`config.mk`:
```
export PLATFORM = sky130hd
export DESIGN_NAME = counter_game
export DESIGN_NICKNAME = d
export VERILOG_FILES = /design/src/rtl/counter_game.sv
export SDC_FILE = /design/constraint.sdc
export NUM_CORES = 1
export LEC_CHECK = 0
export BUFFER_PORTS_ARGS = -buffer_cell sky130_fd_sc_hd__buf_2
export CORE_MARGIN = 2
export CORE_UTILIZATION = 50
export CTS_BUF_LIST = sky130_fd_sc_hd__clkbuf_8
export DETAILED_ROUTE_END_ITERATION = 10
export GPL_ROUTABILITY_DRIVEN = 0
export PLACE_DENSITY = 0.84
export SLEW_MARGIN = 20
export SYNTH_ARGS = -nofsm -noshare
export SYNTH_HDL_FRONTEND = slang
export SYNTH_SLANG_ARGS = --single-unit
```
`constraint.sdc`:
```
create_clock -name clk -period 2.65 [get_ports clk]
set_clock_uncertainty 0.2 [all_clocks]
set_input_delay 0.3975 -clock clk [delete_from_list [all_inputs] [get_ports clk]]
set_output_delay 0.3975 -clock clk [all_outputs]
set_load 0.1 [all_outputs]
```
`src/rtl/counter_game.sv`:
```
// counter_game: up/down game counter with entry pulses, win/loss tallies and sticky game-over
module counter_game #(
  parameter int WIDTH      = 8,
  parameter int STEP_LO    = 1,
  parameter int STEP_HI    = 2,
  parameter int SATURATE   = 0,
  parameter int RESET_VAL  = 1,
  parameter int GAME_LIMIT = 3
) (
  input  logic                                clk,
  input  logic                                reset,
  input  logic                                en,
  input  logic                                init,
  input  logic [1:0]                          ctrl,
  input  logic [WIDTH-1:0]                    load,
  output logic [WIDTH-1:0]                    count,
  output logic                                winner,
  output logic                                loser,
  output logic [$clog2(GAME_LIMIT+1)-1:0]     win_tally,
  output logic [$clog2(GAME_LIMIT+1)-1:0]     lose_tally,
  output logic                                gameover,
  output logic                                game_winner
);
  localparam int TW = $clog2(GAME_LIMIT+1);
  localparam logic [WIDTH-1:0] MAX = '1;
  localparam logic [WIDTH:0] LO = (WIDTH+1)'(STEP_LO);
  localparam logic [WIDTH:0] HI = (WIDTH+1)'(STEP_HI);
  logic [WIDTH-1:0] r_count;
  logic             r_winner, r_loser, r_gameover, r_game_winner;
  logic [TW-1:0]    r_win_tally, r_lose_tally;
  logic [WIDTH:0]   w_step, w_up, w_dn;
  logic [WIDTH-1:0] w_stepped, w_next;
  logic             w_win, w_lose, w_end;
  logic [TW-1:0]    w_win_inc, w_lose_inc;
  // next count and entry detection; the extra top bit of w_up/w_dn flags overflow/borrow for clamping
  always_comb begin
    w_step     = ctrl[0] ? HI : LO;
    w_up       = {1'b0, r_count} + w_step;
    w_dn       = {1'b0, r_count} - w_step;
    w_stepped  = ctrl[1] ? ((SATURATE != 0 && w_dn[WIDTH]) ? '0 : w_dn[WIDTH-1:0])
                         : ((SATURATE != 0 && w_up[WIDTH]) ? MAX : w_up[WIDTH-1:0]);
    w_next     = init ? load : en ? w_stepped : r_count;
    w_win      = !r_gameover && w_next == MAX && r_count != MAX;
    w_lose     = !r_gameover && w_next == '0 && r_count != '0;
    w_win_inc  = r_win_tally + TW'(1);
    w_lose_inc = r_lose_tally + TW'(1);
    w_end      = (w_win && w_win_inc == TW'(GAME_LIMIT)) || (w_lose && w_lose_inc == TW'(GAME_LIMIT));
  end
  // game state register; everything freezes once the game is over except the pulses, which drop
  always_ff @(posedge clk or negedge reset) begin
    if (!reset) begin
      r_count       <= WIDTH'(RESET_VAL);
      r_winner      <= 1'b0;
      r_loser       <= 1'b0;
      r_win_tally   <= '0;
      r_lose_tally  <= '0;
      r_gameover    <= 1'b0;
      r_game_winner <= 1'b0;
    end else if (!r_gameover) begin
      r_count  <= w_next;
      r_winner <= w_win;
      r_loser  <= w_lose;
      if (w_win) r_win_tally <= w_win_inc;
      if (w_lose) r_lose_tally <= w_lose_inc;
      if (w_end) begin
        r_gameover    <= 1'b1;
        r_game_winner <= w_win;
      end
    end else begin
      r_winner <= 1'b0;
      r_loser  <= 1'b0;
    end
  end
  assign count       = r_count;
  assign winner      = r_winner;
  assign loser       = r_loser;
  assign win_tally   = r_win_tally;
  assign lose_tally  = r_lose_tally;
  assign gameover    = r_gameover;
  assign game_winner = r_game_winner;
endmodule

```
==> results of run 1 <==
synth_stat cells (all sizes together) (2+ instances only):
cell type  count  area, um2
nor3b          2       15.0
nor4           4       46.3
dfrtp         15        375
and3           2       13.8
o21ai          6       30.0
nand2         13       48.8
mux2i          2       20.0
ha            10        125
o21a           2       15.0
a21oi          8       43.8
and4           2       21.3
nand4          2       12.5
mux2           3       33.8
or4b           2       20.0
or3            3       25.0
o31ai          2       20.0
nor2           7       28.8
inv           11       41.3
xnor2          2       17.5
nor2b          3       21.3
clkbuf         4       35.0
nand3b         3       22.5
nor3           6       35.0
a221oi         3       32.5
nand3          5       30.0
final cells by class:
type / count / share of cell area, %
clock buffer: 4 / 2.73
inverter: 11 / 2.30
multi-input combinational: 108 / 51.7
sequential: 16 / 21.0
tap: 30 / 1.86
timing repair buffer: 63 / 20.4
power by group through the flow:
stage | Sequential, mW | Combinational, mW | Clock, mW
2_1_floorplan | 1.13 | 0.618 | 0
3_3_place_gp | 0.462 | 1.70 | 0
3_5_place_dp | 0.468 | 1.75 | 0
4_1_cts | 0.467 | 1.86 | 0.218
5_1_grt | 0.488 | 2.08 | 0.234
6_report | 0.472 | 1.99 | 0.218
path summary, 6_finish.rpt:
path	start	end	slack [ns]	cells past startpoint
worst max-delay path	count[0]	gameover	-0.18	11
worst max register to register	count[0]	gameover	-0.18	11
min in group asynchronous	reset	count[4]	0.38	2
max in group asynchronous	reset	count[0]	1.56	2
worst min register to register	lose_tally[1]	lose_tally[1]	0.35	2
worst min-delay path	load[1]	count[1]	0.30	3
flip-flops by register name, indices dropped and copies added (netlist names):
register     count
game_winner      1
loser            1
count            8
win_tally        2
lose_tally       2
winner           1
gameover         1
per-layer routing:
metal	routed length, um	share of wire [%]	GRT usage (%)	up-vias
met5	0	0	0	-
met4	82	2.0	9.76	0
met3	200	4.8	5.65	11
met2	2300	55	53.0	53
met1	1590	38	34.8	691
li1	-	-	-	647
layout by cell type, fill, tap and decap left out, types with 2 or more instances in the layout:
master	count
a21oi_4	2
inv_1	10
buf_4	31
nor4_4	2
nor4_1	2
nand2_1	12
a21oi_2	3
or4b_4	2
nand4_1	2
ha_4	6
nand3_1	2
o21ai_0	4
o21ai_1	2
nor3_1	4
a21oi_1	3
o21a_1	2
nor2_1	6
dfrtp_1	9
clkbuf_8	4
ha_1	4
nand3b_1	3
buf_2	29
dfrtp_2	2
nand3_2	2
a221oi_2	3
mux2i_1	2
nor2b_1	2
mux2_2	3
xnor2_1	2
and4_4	2
nor3_2	2
dfrtp_4	4
buf_6	2
repair_timing:
item                                    in CTS  in global routing
hold buffers                                 1                  0
buffers inserted                             3                  4
hold endpoints to repair                    15                  0
resized for setup                           15                 15
pin swaps                                   11                 10
endpoints found under the setup margin       9                  9
tightest hold or removal path, stage by stage:
cell,delay [ns]
buf_2,0.09
a221oi_2,0.07
o21ai_0,0.16
through the flow:
stage | util (%) | cells | instance area (um2) | setup WS, ns | hold slack, ns
floorplan | - | 140 | 1420 | -0.254 | -0.0981
global placement | 71.0 | 221 | 1760 | -0.314 | 0.116
detailed placement | 71.0 | 221 | 1760 | -0.395 | 0.127
CTS | 77.8 | 229 | 1930 | -0.130 | 0.298
global route | 81.3 | 232 | 2010 | -0.249 | 0.345
finish | 81.3 | 232 | 2010 | -0.183 | 0.303
logic make-up after synthesis:
group,Yosys count,share of synthesized area (%)
mux,5,4.12
fa+ha+maj,10,9.59
compound gates,31,17.4
simple gates,60,30.1
xor+xnor,2,1.34
buf+inv,16,6.71
flops,16,30.8
==> flow_metrics.tcl, run 1 <==
set metrics [dict create \
    run_status "finished with violations" \
    failed_checks "negative setup slack" \
    avgSynthCellArea_um2 9.32 \
    endpoint_kind "flip-flop" \
    cp.arrival_ns 2.77 \
    cts-root-buf "clkbuf_8" \
    rsz0062_at_grt "yes" \
    setup_tns_ns -0.772 \
    path_common_cell "nor3_2" \
    start_util_pct 52.7 \
    overflow 0 \
    tritoncts "yes" \
    drv_cap 0 \
    drt-total-wl_mm 4.17 \
    drtPass1Iterations 4 \
    swShare_pct 55.7 \
    grt_pass1_vias 1320 \
    cp_num_buf_inv 2 \
    path_clk_slew_ns 0.06 \
    fmax_mhz 353 \
    cts_max_path_buffers 2 \
    vdd_drop_max_v 0.00121 \
    ys_seq_elements 16 \
    hpwl_mm 2.83 \
    syn-num-nets 164 \
    synth-seq-area-share_pct 30.8 \
    grt_pass1_wl_mm 6.14 \
    required_ns 2.58 \
    grt_max_degree 17 \
    syn_inst 140 \
    async_flop_share_pct 100 \
    die_y_um 55.1 \
    die_x_um 55.1 \
    multi_input_area_um2 1040 \
    fill_cells 145 \
    hold_path.class "input pin to flip-flop" \
    fin_nets 227 \
    core_area_um2 2480 \
    tightestPinTransition_ns 0.489 \
    track_usage_pct 29.4 \
    internal_power_mw 1.19 \
    ios 30 \
    clock_power_share_pct 8.1 \
    relSlewSlack_pct 67.6 \
    viasPerCell 6.04 \
    slowest_stage "dfstp_4" \
    clk_latency_ns 0.25 \
    yosys_warnings 0 \
    fp.dieArea_um2 3030 \
    maxSlewViolCount 0 \
    p_switching_mw 1.49 \
    slowest_delay_ns 0.64 \
    crit_type "flip-flop to flip-flop" \
    netlist_area_um2 1310 \
    leakagePower_nw 0.895 \
    crit_path_start_kind "flip-flop" \
    drt-initial-drc-count 19 \
    syn_to_final_growth_pct 54.4 \
    cp_max_fo 5 \
    portBuffers 29 \
    crit_path_cell_trace "inv_6, ha_4, nand2b_4, a21oi_4, buf_4, nor3_2, nor3_2, a21oi_1, or3_4, and4_4, a211o_2" \
    p_comb_share_pct 74.3 \
    rows 18 \
    cts_made_buffers 3 \
    drive_above_1_share_pct 59.4 \
    clkSinkCount 16 \
    h-tree-depth 1 \
    wl_per_cell_um 18.0 \
    synth_edf_count 0 \
    drc 0 \
    p_per_area_nw_per_um2 1330 \
    period_needed_ns 2.83 \
    setup_slack_ns -0.183 \
    vias 1402 \
    ant_nets 0 \
    antennaDiodeCount 0 \
    hold_viol 0 \
    final-setup-viol-count 6 \
    ff_latch_area_um2 423 \
    cpLargestDelayFamily "simple AND/OR/NAND/NOR gates" \
    power_frac_seq_pct 17.6 \
    synth.distinct_cells 58 \
    synthFlopType "dfrtp_1" \
    period_share_pct 107 \
    antenna_found_initial 0 \
    finalPower_mw 2.68 \
]
(Power assumes the default switching activity.)
==> run 2, diff against run 1 <==
--- a/config.mk
+++ b/config.mk
@@ -11,6 +11,7 @@
 export CTS_BUF_LIST = sky130_fd_sc_hd__clkbuf_8
 export DETAILED_ROUTE_END_ITERATION = 10
 export GPL_ROUTABILITY_DRIVEN = 0
+export GPL_TIMING_DRIVEN = 0
 export PLACE_DENSITY = 0.84
 export SLEW_MARGIN = 20
 export SYNTH_ARGS = -nofsm -noshare
==> run 2 against run 1 <==
The run still ends with negative setup slack left. Via count decreased by 7.0%. Critical path type unchanged. Highest routed layer unchanged. Largest cell class unchanged. Wire length fell by 13%. Register-to-register slack is essentially flat. Cell count decreased by 5.6%.
==> flow_metrics.tcl, run 2 (same netlist as run 1, synthesis figures left out) <==
set metrics [dict create \
    hold_path.class "input pin to flip-flop" \
    leakagePower_nw 0.824 \
    grt_max_degree 17 \
    antennaDiodeCount 0 \
    die_x_um 55.1 \
    grt_pass1_wl_mm 5.43 \
    crit_path_start_kind "flip-flop" \
    h-tree-depth 1 \
    final_cell_mix "28 x buf_2, 15 x buf_4, 11 x nand2_1" \
    grt_pass1_vias 1148 \
    period_share_pct 107 \
    vdd_drop_max_v 0.00127 \
    track_usage_pct 25.3 \
    place_inst 199 \
    tightestPinTransition_ns 0.488 \
    cts_made_buffers 3 \
    ant_nets 0 \
    slowest_stage "dfrtp_4" \
    drt-initial-drc-count 41 \
    hpwl_mm 2.49 \
    fin_nets 214 \
    antenna_found_initial 0 \
    ios 30 \
    setup_slack_ns -0.176 \
    failed_checks "negative setup slack" \
    cp_max_fo 5 \
    place_area_um2 1600 \
    slowest_delay_ns 0.49 \
    die_y_um 55.1 \
    required_ns 2.62 \
    rows 18 \
    final_common_cell "buf_2" \
    hold_viol 0 \
    cp.arrival_ns 2.80 \
    fmax_mhz 354 \
    drtPass1Iterations 4 \
    crit_path_cell_trace "ha_4, or3_4, nor3_4, nor3_2, buf_4, a21boi_2, or3_4, nor4_4, buf_4, mux2i_1" \
    vias 1304 \
    endpoint_kind "flip-flop" \
    overflow 0 \
    period_needed_ns 2.83 \
    final-setup-viol-count 5 \
    clk_latency_ns 0.25 \
    drt-total-wl_mm 3.61 \
    cts-root-buf "clkbuf_8" \
    tritoncts "yes" \
    start_util_pct 52.7 \
    drc 0 \
    drive_above_1_share_pct 59.3 \
    wl_per_cell_um 16.5 \
    clkSinkCount 16 \
    maxSlewViolCount 0 \
    relSlewSlack_pct 67.7 \
    fin_area_um2 1940 \
    run_status "finished with violations" \
    largest_reg_flops 8 \
    drv_cap 0 \
    fp.dieArea_um2 3030 \
    finalNonFillerCells 219 \
    portBuffers 29 \
    cts_max_path_buffers 2 \
    path_clk_slew_ns 0.06 \
    core_area_um2 2480 \
    rsz0062_at_grt "yes" \
    syn_to_final_growth_pct 48.7 \
    crit_type "flip-flop to flip-flop" \
    viasPerCell 5.95 \
    p_per_area_nw_per_um2 1320 \
]
[run 2: cell count changes in the layout (fill, tap and decap cells not counted), moves of 2 or more]
| cell | before | now |
|---|---|---|
| clkbuf_8 | 4 | 6 |
| ha_2 | 0 | 2 |
| clkbuf_1 | 0 | 2 |
| buf_4 | 31 | 15 |
[run 2: per-layer routing]
metal	wire length (um)	GRT usage (%)	part of all wire (%)
met1	1470	31.6	41
met2	1870	45.2	52
met4	55	5.28	1.5
met3	220	4.30	6.1
met5	0	0	0
[run 2: power breakdown]
part,total (mW),leakage [nW],switching (mW),internal [mW]
registers,0.455,0.183,0.0886,0.366
clock network,0.214,0.0288,0.0826,0.132
logic,1.89,0.612,1.27,0.623
total,2.56,0.824,1.44,1.12
[run 2: per-stage QoR]
step	setup slack, ns	hold WS [ns]	total power [mW]	util [%]	setup TNS, ns
detailed placement	-0.766	0.130	2.02	64.6	-5.45
CTS	-0.133	0.310	2.48	76.1	-0.328
global route	-0.237	0.348	2.68	78.3	-1.00
finish	-0.176	0.304	2.56	78.3	-0.512
floorplan	-0.254	-0.0981	1.75	-	-1.28
global placement	-0.699	0.114	1.97	64.6	-4.53
[run 2: final cells by class]
class	count	area, um2
inverters	11	43.8
flip-flops and latches	16	423
repair buffers	45	274
clock buffers	4	55.1
multi-input cells	108	1060
fillers	168	537
well taps	30	37.5
plain buffers	5	46.3
[run 2: worst max-delay path, delay by kind of cell, from the launching register on]
family,cells,cell delay [ns]
and+or+nand+nor,5,1.26
DFF,1,0.49
buffers and inverters,2,0.32
muxes,1,0.18
adders and majority gates,1,0.17
AOI/OAI and AO/OA,1,0.14
[run 2: what timing repair did]
action,4_1_cts,5_1_grt
setup buffers,14,2
hold endpoints to repair,15,0
gates resized for setup,25,11
hold buffers,1,0
setup endpoints to repair,10,8
pin swaps,14,3
[run 2: worst paths after layout]
kind                       cells past startpoint       endpoint         from  slack, ns
max                                           10  lose_tally[1]     count[4]      -0.18
min                                            3       count[1]      load[1]       0.30
max reg2reg                                   10  lose_tally[1]     count[4]      -0.18
min reg2reg                                    1    game_winner  game_winner       0.32
max in group asynchronous                      2       count[0]        reset       1.55
min in group asynchronous                      2   win_tally[1]        reset       0.39
==> run 3, diff against run 2 <==
--- a/config.mk
+++ b/config.mk
@@ -12,7 +12,7 @@
 export DETAILED_ROUTE_END_ITERATION = 10
 export GPL_ROUTABILITY_DRIVEN = 0
 export GPL_TIMING_DRIVEN = 0
-export PLACE_DENSITY = 0.84
+export PLACE_DENSITY = 0.75
 export SLEW_MARGIN = 20
 export SYNTH_ARGS = -nofsm -noshare
 export SYNTH_HDL_FRONTEND = slang
==> run 3 against run 2 <==
The run still ends with negative setup slack left. Fmax shrank 3.2%. Cell count unchanged. Via count is 3.1% higher. Sequential cell count stayed put. Core utilization grew 0.96 points. Final area up 1.2%. Sequential share of layout area down 0.26 points. Clock-buffer cell count is the same. Largest power group unchanged.
==> flow_metrics.tcl, run 3 (same netlist as run 1, synthesis figures left out) <==
set metrics [dict create \
    largest_reg_flops 8 \
    cts-root-buf "clkbuf_8" \
    tritoncts "yes" \
    r2r_setup_slack_ns -0.27 \
    endpoint "lose_tally[1]" \
    rows 18 \
    rsz0062_at_grt "yes" \
    crit_path_start_kind "flip-flop" \
    tightestPinTransition_ns 0.487 \
    finalPower_mw 2.58 \
    failed_checks "negative setup slack" \
    period_share_pct 110 \
    hold_viol 0 \
    h-tree-depth 1 \
    hold_path.class "input pin to flip-flop" \
    clkSinkCount 16 \
    final-setup-viol-count 8 \
    fin_nets 214 \
    drc 0 \
    drv_cap 0 \
    final_common_cell "buf_2" \
    antenna_found_initial 0 \
    critPathLaunch "count[0]" \
    viasPerCell 6.14 \
    relSlewSlack_pct 67.8 \
    crit_type "flip-flop to flip-flop" \
    r2r_start "count[0]" \
    leakagePower_nw 0.834 \
    cts_made_buffers 3 \
    maxSlewViolCount 0 \
    grt_pass1_vias 1261 \
    reg2reg_to "lose_tally[1]" \
    die_y_um 55.1 \
    syn_to_final_growth_pct 50.5 \
    drt-initial-drc-count 40 \
    overflow 0 \
    run_status "finished with violations" \
    antennaDiodeCount 0 \
    vdd_drop_max_v 0.00116 \
    hpwl_mm 2.45 \
    track_usage_pct 25.7 \
    ios 30 \
    grt_pass1_wl_mm 5.58 \
    ant_nets 0 \
    rr_worst_depth 12 \
    cts_max_path_buffers 2 \
    cp.arrival_ns 2.89 \
    setup_slack_ns -0.270 \
    grt_max_degree 17 \
    fmax_mhz 342 \
    drtPass1Iterations 5 \
    fp.dieArea_um2 3030 \
    core_area_um2 2480 \
    required_ns 2.62 \
    path_clk_slew_ns 0.06 \
    p_per_area_nw_per_um2 1310 \
    final_cell_mix "28 x buf_2, 13 x buf_4, 12 x nand2_1" \
    portBuffers 29 \
    drt-total-wl_mm 3.91 \
    period_needed_ns 2.92 \
    cp_max_fo 5 \
    drive_above_1_share_pct 57.7 \
    vias 1345 \
    endpoint_kind "flip-flop" \
    die_x_um 55.1 \
    wl_per_cell_um 17.8 \
    start_util_pct 52.7 \
    hold_ws_ns 0.318 \
    clk_latency_ns 0.25 \
]
-- run 3: metal layers --
layer	vias up	global-route usage, %	share of wire, %
met3	8	5.91	4.9
met2	59	46.0	51
met1	653	31.3	43
met4	0	5.28	1.8
met5	-	0	0
li1	625	-	-
-- run 3: report_power, final --
group          total (mW)  internal [mW]  switching (mW)
sequential          0.467          0.366           0.101
combinational        1.90          0.614            1.29
clock               0.215          0.132          0.0830
total                2.58           1.11            1.47
-- run 3: how the worst min path moves through the flow --
| stage | from | to | cells past startpoint |
|---|---|---|---|
| 3_5_place_dp | reset | winner | 1 |
| 6_report | load[4] | count[4] | 3 |
| 2_1_floorplan | reset | count[5] | 0 |
| 3_3_place_gp | reset | count[7] | 1 |
| 5_1_grt | load[1] | count[1] | 3 |
| 4_1_cts | load[1] | count[1] | 3 |
-- run 3: repair_timing --
| action | in CTS | in global routing |
|---|---|---|
| pin swaps | 14 | 14 |
| setup buffers | 13 | 4 |
| hold endpoints to repair | 15 | 0 |
| gates resized for setup | 27 | 10 |
| setup endpoints to repair | 9 | 9 |
| hold buffers | 1 | 0 |
-- run 3: layout make-up --
class,count,area [um2]
sequential,16,423
clock buffer,4,55.1
buffer,5,46.3
timing repair buffer,45,282
inverter,11,43.8
multi-input combinational,108,1080
tap,30,37.5
fill,152,513
-- run 3: worst max-delay path, stage by stage (launching register included) --
cell and delay [ns]:
dfstp_4 0.63, inv_4 0.05, buf_6 0.11, ha_4 0.15
nor2b_4 0.16, o21a_1 0.16, nor4b_2 0.05, a221oi_2 0.31
and3_1 0.26, nand3_2 0.11, nor4_4 0.30, buf_6 0.17
mux2i_1 0.18
-- run 3: through the flow --
step	utilization, %	setup WS, ns	cell area [um2]	setup TNS (ns)	instances
global route	79.3	-0.346	1960	-1.95	219
global placement	64.6	-0.713	1600	-4.64	199
detailed placement	64.6	-0.794	1600	-5.41	199
finish	79.3	-0.270	1960	-1.28	219
CTS	76.5	-0.127	1900	-0.342	217
floorplan	-	-0.254	1420	-1.28	140
